[src/rtl/io_pkg.sv]
// Shared definitions for the I/O unit: seven-segment codes, FSM state
// encodings and the BCD-nibble to segment mapping.
package io_pkg;

  // Active-low segments, bit 6 = g ... bit 0 = a
  localparam logic [6:0] SEG_BLANK = 7'b1111111;
  localparam logic [6:0] SEG_MINUS = 7'b0111111;

  typedef enum logic {
    OUT_IDLE,
    OUT_CONV
  } out_state_t;

  typedef enum logic [1:0] {
    IN_IDLE,
    IN_WAIT_PRESS,
    IN_WAIT_RELEASE,
    IN_DONE
  } in_state_t;

  function automatic logic [6:0] bcd_to_seg(input logic [3:0] nib);
    case (nib)
      4'd0:    bcd_to_seg = 7'b1000000;
      4'd1:    bcd_to_seg = 7'b1111001;
      4'd2:    bcd_to_seg = 7'b0100100;
      4'd3:    bcd_to_seg = 7'b0110000;
      4'd4:    bcd_to_seg = 7'b0011001;
      4'd5:    bcd_to_seg = 7'b0010010;
      4'd6:    bcd_to_seg = 7'b0000010;
      4'd7:    bcd_to_seg = 7'b1111000;
      4'd8:    bcd_to_seg = 7'b0000000;
      4'd9:    bcd_to_seg = 7'b0010000;
      default: bcd_to_seg = SEG_BLANK;
    endcase
  endfunction

endpackage

[src/rtl/io_unit_bin2bcd.sv]
// Sequential binary-to-BCD converter (double dabble), one bit per cycle.
// done is a single-cycle strobe on the final step; bcd carries the finished
// result during that same cycle so the caller can register it on that edge.
//
// state    | meaning
// OUT_IDLE | waiting for start
// OUT_CONV | shifting, cnt = steps remaining after this one
module bin2bcd_seq
  import io_pkg::*;
#(
  parameter int DATA_W     = 32,
  parameter int BCD_DIGITS = 10
) (
  input  logic                    clk,
  input  logic                    reset,
  input  logic                    start,
  input  logic [DATA_W-1:0]       bin,
  output logic                    busy,
  output logic                    done,
  output logic [4*BCD_DIGITS-1:0] bcd
);

  localparam int CNT_W = $clog2(DATA_W + 1);
  localparam logic [CNT_W-1:0] LAST = CNT_W'(DATA_W - 1);

  out_state_t state, state_next;
  logic [DATA_W-1:0] shreg;
  logic [4*BCD_DIGITS-1:0] acc, acc_adj, acc_next;
  logic [CNT_W-1:0] cnt;

  // add-3 correction on every digit, then shift in the next binary bit
  always_comb begin
    acc_adj = acc;
    for (int i = 0; i < BCD_DIGITS; i++) begin
      if (acc[4*i +: 4] >= 4'd5) acc_adj[4*i +: 4] = acc[4*i +: 4] + 4'd3;
    end
    acc_next = (acc_adj << 1) | {{(4*BCD_DIGITS-1){1'b0}}, shreg[DATA_W-1]};
  end

  // next state; a start in either state restarts from the new value
  always_comb begin
    state_next = state;
    done       = 1'b0;
    case (state)
      OUT_IDLE: if (start) state_next = OUT_CONV;
      OUT_CONV: begin
        if (start) state_next = OUT_CONV;
        else if (cnt == '0) begin
          done       = 1'b1;
          state_next = OUT_IDLE;
        end
      end
      default: state_next = OUT_IDLE;
    endcase
  end

  // state register and datapath
  always_ff @(posedge clk or negedge reset) begin
    if (!reset) begin
      state <= OUT_IDLE;
      shreg <= '0;
      acc   <= '0;
      cnt   <= '0;
    end else begin
      state <= state_next;
      if (start) begin
        shreg <= bin;
        acc   <= '0;
        cnt   <= LAST;
      end else if (state == OUT_CONV) begin
        shreg <= shreg << 1;
        acc   <= acc_next;
        cnt   <= cnt - CNT_W'(1);
      end
    end
  end

  assign busy = (state == OUT_CONV);
  assign bcd  = acc_next;

endmodule

[src/rtl/io_unit.sv]
// I/O unit: sequential BCD display driver plus debounced enter-button
// handshake for the core's input instruction.
// Build option: define IO_SIGNED_EN to display out_data as two's complement
// with a minus sign on the top digit.
//
// state           | meaning
// IN_IDLE         | no input request pending
// IN_WAIT_PRESS   | waiting for a fresh debounced press
// IN_WAIT_RELEASE | pressed, waiting for release to capture switches
// IN_DONE         | capture done, in_valid pulses
module io_unit
  import io_pkg::*;
#(
  parameter int DATA_W       = 32,
  parameter int SW_W         = 16,
  parameter int DIGITS       = 8,
  parameter int DEBOUNCE_CYC = 16,
  parameter int BLANK_LZ     = 0
) (
  input  logic                  clk,
  input  logic                  reset,
  input  logic                  out_we,
  input  logic [DATA_W-1:0]     out_data,
  output logic                  out_busy,
  output logic                  out_ovf,
  output logic [7*DIGITS-1:0]   seg,
  input  logic                  in_req,
  input  logic                  ent,
  input  logic [SW_W-1:0]       switch,
  output logic                  in_valid,
  output logic [DATA_W-1:0]     in_data
);

  localparam int BCD_DIGITS = 10;
  localparam int DB_W = $clog2(DEBOUNCE_CYC + 1);
  localparam logic [DB_W-1:0] DB_LAST = DB_W'(DEBOUNCE_CYC - 1);

  logic [DATA_W-1:0] conv_bin;
  logic neg_q;
  logic conv_done;
  logic [4*BCD_DIGITS-1:0] bcd;
  logic [7*DIGITS-1:0] seg_calc;
  logic ovf_calc;

`ifdef IO_SIGNED_EN
  logic neg;
  assign neg      = out_data[DATA_W-1];
  assign conv_bin = neg ? -out_data : out_data;

  // sign is latched with the value so a restart picks up the new sign
  always_ff @(posedge clk or negedge reset) begin
    if (!reset) neg_q <= 1'b0;
    else if (out_we) neg_q <= neg;
  end
`else
  assign neg_q    = 1'b0;
  assign conv_bin = out_data;
`endif

  bin2bcd_seq #(
    .DATA_W    (DATA_W),
    .BCD_DIGITS(BCD_DIGITS)
  ) u_bin2bcd (
    .clk  (clk),
    .reset(reset),
    .start(out_we),
    .bin  (conv_bin),
    .busy (out_busy),
    .done (conv_done),
    .bcd  (bcd)
  );

  // map the finished BCD value to segments: sign, leading-zero blanking, overflow
  always_comb begin
    int  mag_digits;
    logic lead;
    mag_digits = neg_q ? DIGITS - 1 : DIGITS;
    ovf_calc   = 1'b0;
    for (int i = 0; i < BCD_DIGITS; i++) begin
      if (i >= mag_digits && bcd[4*i +: 4] != 4'd0) ovf_calc = 1'b1;
    end
    lead     = (BLANK_LZ != 0);
    seg_calc = {DIGITS{SEG_BLANK}};
    for (int i = DIGITS - 1; i >= 0; i--) begin
      if (i >= mag_digits) begin
        seg_calc[7*i +: 7] = SEG_MINUS;
      end else if (lead && i != 0 && bcd[4*i +: 4] == 4'd0) begin
        seg_calc[7*i +: 7] = SEG_BLANK;
      end else begin
        seg_calc[7*i +: 7] = bcd_to_seg(bcd[4*i +: 4]);
        lead = 1'b0;
      end
    end
  end

  // display registers change only when a conversion completes
  always_ff @(posedge clk or negedge reset) begin
    if (!reset) begin
      seg     <= {DIGITS{SEG_BLANK}};
      out_ovf <= 1'b0;
    end else if (conv_done) begin
      seg     <= seg_calc;
      out_ovf <= ovf_calc;
    end
  end

  logic sync1, sync2, deb, flip;
  logic [DB_W-1:0] deb_cnt;

  // flip happens on the edge where the debounced level toggles
  assign flip = (sync2 != deb) && (deb_cnt == DB_LAST);

  // synchroniser and debounce: level follows after DEBOUNCE_CYC disagreeing cycles
  always_ff @(posedge clk or negedge reset) begin
    if (!reset) begin
      sync1   <= 1'b1;
      sync2   <= 1'b1;
      deb     <= 1'b1;
      deb_cnt <= '0;
    end else begin
      sync1 <= ent;
      sync2 <= sync1;
      if (sync2 == deb) begin
        deb_cnt <= '0;
      end else if (flip) begin
        deb     <= sync2;
        deb_cnt <= '0;
      end else begin
        deb_cnt <= deb_cnt + DB_W'(1);
      end
    end
  end

  in_state_t in_state, in_next;
  logic capture;

  // input handshake next state; a press must be seen falling inside WAIT_PRESS
  always_comb begin
    in_next = in_state;
    capture = 1'b0;
    case (in_state)
      IN_IDLE: if (in_req) in_next = IN_WAIT_PRESS;
      IN_WAIT_PRESS: begin
        if (!in_req) in_next = IN_IDLE;
        else if (flip && deb) in_next = IN_WAIT_RELEASE;
      end
      IN_WAIT_RELEASE: begin
        if (!in_req) in_next = IN_IDLE;
        else if (flip && !deb) begin
          in_next = IN_DONE;
          capture = 1'b1;
        end
      end
      IN_DONE: in_next = IN_IDLE;
      default: in_next = IN_IDLE;
    endcase
  end

  // input state, capture register and valid pulse
  always_ff @(posedge clk or negedge reset) begin
    if (!reset) begin
      in_state <= IN_IDLE;
      in_data  <= '0;
      in_valid <= 1'b0;
    end else begin
      in_state <= in_next;
      in_valid <= (in_next == IN_DONE);
      if (capture) in_data <= DATA_W'(switch);
    end
  end

endmodule

[config.mk]
export PLATFORM = sky130hd
export DESIGN_NAME = io_unit
export DESIGN_NICKNAME = d
export VERILOG_FILES = /design/src/rtl/io_pkg.sv /design/src/rtl/io_unit_bin2bcd.sv /design/src/rtl/io_unit.sv
export SDC_FILE = /design/constraint.sdc
export NUM_CORES = 1
export LEC_CHECK = 0
export ABC_AREA = 0
export CORE_ASPECT_RATIO = 2
export CORE_MARGIN = 10
export CORE_UTILIZATION = 49
export CTS_CLUSTER_SIZE = 24
export DETAILED_ROUTE_END_ITERATION = 12
export GPL_TIMING_DRIVEN = 0
export HOLD_SLACK_MARGIN = 0.02
export PLACE_DENSITY = 0.77
export RECOVER_POWER = 100
export SETUP_SLACK_MARGIN = 0.15
export SLEW_MARGIN = 25
export SYNTH_ARGS = -nofsm -noshare
export SYNTH_HDL_FRONTEND = slang
export SYNTH_SLANG_ARGS = --single-unit
export TNS_END_PERCENT = 50
[constraint.sdc]
create_clock -name clk -period 2.15 [get_ports clk]
set_input_delay 0.3225 -clock clk [delete_from_list [all_inputs] [get_ports clk]]
set_output_delay 0.3225 -clock clk [all_outputs]
set_load 0.005 [all_outputs]
==> impl_metrics.toml <==
[route]
vias_per_cell = 5.82
wl_per_cell_um = 20.1
vias = 8277
first_pass_iters = 5
wirelength_um = 28600
route.detailed.drc = 0
drtAntennaViolNets = 0
drt_iter0_markers = 489

[floorplan]
die_x_um = 117
chipHeight_um = 214
ios = 144
dieArea_mm2 = 0.0251
rows = 71
initial_core_util_pct = 49.5
core_area_mm2 = 0.0187

[status]
violations = "setup timing"
status = "complete, but fails checks"

[placement]
dp_slack_ps = -1040
dp_hpwl_um = 17600
port_buffers = 127
gp_congestion = 0.882

[grt]
grt_pass1_wl_um = 40900
antenna_found_initial = 0
first_global_vias = 8223
grt_max_degree = 61
grt-ovfl-total = 0
grt_usage_pct = 20.5

[cts]
cts_buffer_depth = 2
cts.sinks = 163
clkTransAtPathRegs_ps = 70
root_buffer = "clkbuf_16"
cts_made_buffers = 17
insertion_delay_ps = 440
cts_tree = "built"
cts_htree_levels = 4

[sta]
period_minus_slack_ps = 2150
timing.fmax_mhz = 464
fin_skew_ps = 12.0
layout_setup_ws_ps = -4.56
maxSlewViolCount = 0
fin_crit_sh_pct = 100
grt_setup_unrepaired = "yes"
finalSetupViolCount = 1
whs_ps = 362
slew_headroom_pct = 20.5
hold_viol = 0
worst_slew_pin_slew_ps = 1190

[logic_synthesis]
yosys_most_used_dff = "dfrtp_1"
syn_area_per_cell_um2 = 9.89
ys_types = 53
yosysSeqAreaShare_pct = 45.0
yosys_warnings = 0
synthXorXnorAreaFrac_pct = 2.18
synthCells = 933
async_flop_share_pct = 100
synthAdderAreaFrac_pct = 8.41
synth_compound_area_share_pct = 14.9
netlist_area_mm2 = 0.00923
synth_edf_count = 0
yosys.area_share.simple_pct = 13.6
ys_ff_latch = 163
synthMuxAreaShare_pct = 10.4
synth_top_family_by_area = "compound AO/OA/AOI/OAI gates"

[pwr]
cellPowerDensity_mw_per_mm2 = 530
power.leakage_nw = 6.15
vdd_ir_drop_max_v = 0.000502

[critical_path]
worstSetupStartpointType = "register"
end_kind = "register"
worstSetupPathType = "reg -> reg"
path_max_fanout = 6
arrival_ps = 2510
required_ps = 2510

[cells_and_area]
areaGrowthSynthToFinish_pct = 44.7
layout-drive-gt1-share_pct = 31.5
n_antenna_cell = 0
num-nets-final = 1306

[run]
maxCapViolCount = 0

[hold_path]
hold_class = "reg -> reg"
path summary, 6_finish.rpt:
kind                                   from    endpoint  slack [ps]  cells after the start
setup / recovery           u_bin2bcd.cnt[2]     seg[35]          -5                      7
hold / removal                        sync1       sync2         360                      0
setup reg to reg           u_bin2bcd.cnt[2]     seg[35]          -5                      7
hold reg to reg                       sync1       sync2         360                      0
max in group asynchronous             reset      seg[2]         230                      4
min in group asynchronous             reset  deb_cnt[2]         660                      2
power breakdown:
group / internal (W) / switching [W] / total, W
clock: 0.00163 / 0.00132 / 0.00295
sequential: 0.00323 / 0.0000897 / 0.00332
combinational: 0.000420 / 0.000392 / 0.000812
cells in the final DEF, fill, tap and decap left out, types with 9 or more instances in the layout:
cell	count
a211oi_1	28
a211oi_2	13
a21oi_1	28
a21oi_2	12
a21oi_4	9
a31oi_1	10
buf_4	100
clkbuf_1	25
clkbuf_16	20
clkbuf_2	10
clkdlybuf4s50_1	50
conb_1	16
dfrtp_1	97
dfstp_2	58
dlygate4sd3_1	76
ha_1	39
ha_4	17
inv_1	33
inv_2	20
mux2_1	9
mux2i_1	66
nand2_1	79
nand2b_1	14
nand3_1	9
nor2_1	80
nor3_1	11
nor3b_1	11
o21a_1	9
o21ai_0	65
o21ai_1	9
xnor2_1	11
layer usage:
layer / GRT usage, % / vias to the layer above / part of all wire (%)
met2: 38.1 / 345 / 54
met1: 19.3 / 4058 / 33
met3: 4.85 / 126 / 6.1
met5: 0 / - / 0
li1: - / 3748 / -
met4: 11.7 / 0 / 6.9
area by class of cell:
cell class,instances,area (µm²)
fill,1214,5300
clock inverter,11,106
timing repair buffer,226,2150
inverter,54,205
tap,219,274
clock buffer,21,450
buffer,55,392
sequential,163,4160
multi-input combinational,674,5620
worst max-delay path: stages, from the launching register on:
cell      delay [ps]
dfrtp_1          390
or4_4            540
or3_4            350
buf_8            160
buf_12           150
nor4_4           240
buf_4            190
a211oi_2          50
sequential cells by signal, summed over array words and instances (netlist names):
| register | flops |
|---|---|
| deb | 1 |
| deb_cnt | 5 |
| in_data | 16 |
| in_state | 2 |
| in_valid | 1 |
| out_ovf | 1 |
| seg | 56 |
| sync1 | 1 |
| sync2 | 1 |
| u_bin2bcd.acc | 40 |
| u_bin2bcd.busy | 1 |
| u_bin2bcd.cnt | 6 |
| u_bin2bcd.shreg | 32 |
cells by family (layout without fill, tap and decap cells):
kind of cell,count (synthesis),after routing
AO/OA/AOI/OAI,223,223
XOR/XNOR,23,23
adder cells (fa/ha/maj),62,62
buffers and inverters,111,367
flip-flops,163,163
multiplexers,93,93
other,1,16
AND/OR/NAND/NOR,257,257
metrics by stage:
| stage | TNS, ps | total power [W] | utilization (%) | cells | area [µm²] |
|---|---|---|---|---|---|
| final | -4.56 | 0.00708 | 71.6 | 1423 | 13400 |
| after global routing | -823 | 0.00735 | 71.6 | 1423 | 13400 |
| after CTS | 0 | 0.00705 | 67.2 | 1379 | 12500 |
| after detailed placement | -53100 | 0.00408 | 59.2 | 1296 | 11100 |
| after global placement | -870210 | 0.00404 | 58.9 | 1294 | 11000 |
| after floorplan | 0 | 0.00370 | - | 948 | 9450 |
Yosys cell counts (2+ instances only):
cell type / instances / share of area (%)
o32ai_1: 5 / 0.47
and3_1: 4 / 0.27
xor2_1: 3 / 0.28
nand3_1: 10 / 0.54
buf_4: 16 / 1.3
nand3b_1: 3 / 0.24
nand2b_1: 22 / 1.5
dfstp_2: 59 / 17
a21oi_1: 49 / 2.7
nor2_1: 83 / 3.4
mux2_2: 22 / 2.7
and3b_1: 3 / 0.28
buf_1: 3 / 0.12
nor3b_1: 14 / 1.1
buf_6: 2 / 0.24
nor3_2: 2 / 0.22
mux2i_1: 71 / 7.7
nor3_1: 13 / 0.71
nor2b_1: 4 / 0.27
ha_1: 62 / 8.4
o211ai_1: 8 / 0.65
or4_4: 2 / 0.24
dfrtp_1: 104 / 28
o21ai_0: 78 / 4.2
and2_1: 4 / 0.27
a31oi_1: 10 / 0.68
clkbuf_1: 30 / 1.2
inv_1: 54 / 2.2
nor4_1: 3 / 0.20
nand2_1: 79 / 3.2
o221a_2: 3 / 0.37
or2_2: 3 / 0.20
a22o_1: 6 / 0.57
nor4_2: 4 / 0.54
buf_2: 6 / 0.33
a21boi_0: 2 / 0.16
o21a_1: 9 / 0.73
a21o_1: 3 / 0.24
xnor2_1: 20 / 1.9
a211oi_1: 41 / 3.3
a41oi_1: 2 / 0.19
what timing repair did:
item | CTS | global route
endpoints found under the setup margin | 94 | 91
setup buffers | 52 | 41
endpoints found under the hold margin | 29 | 0
gates cloned | 0 | 3
resized for setup | 119 | 119
pin swaps | 19 | 34
hold buffers | 1 | 0
No activity file was read; power rests on OpenSTA's default activity.
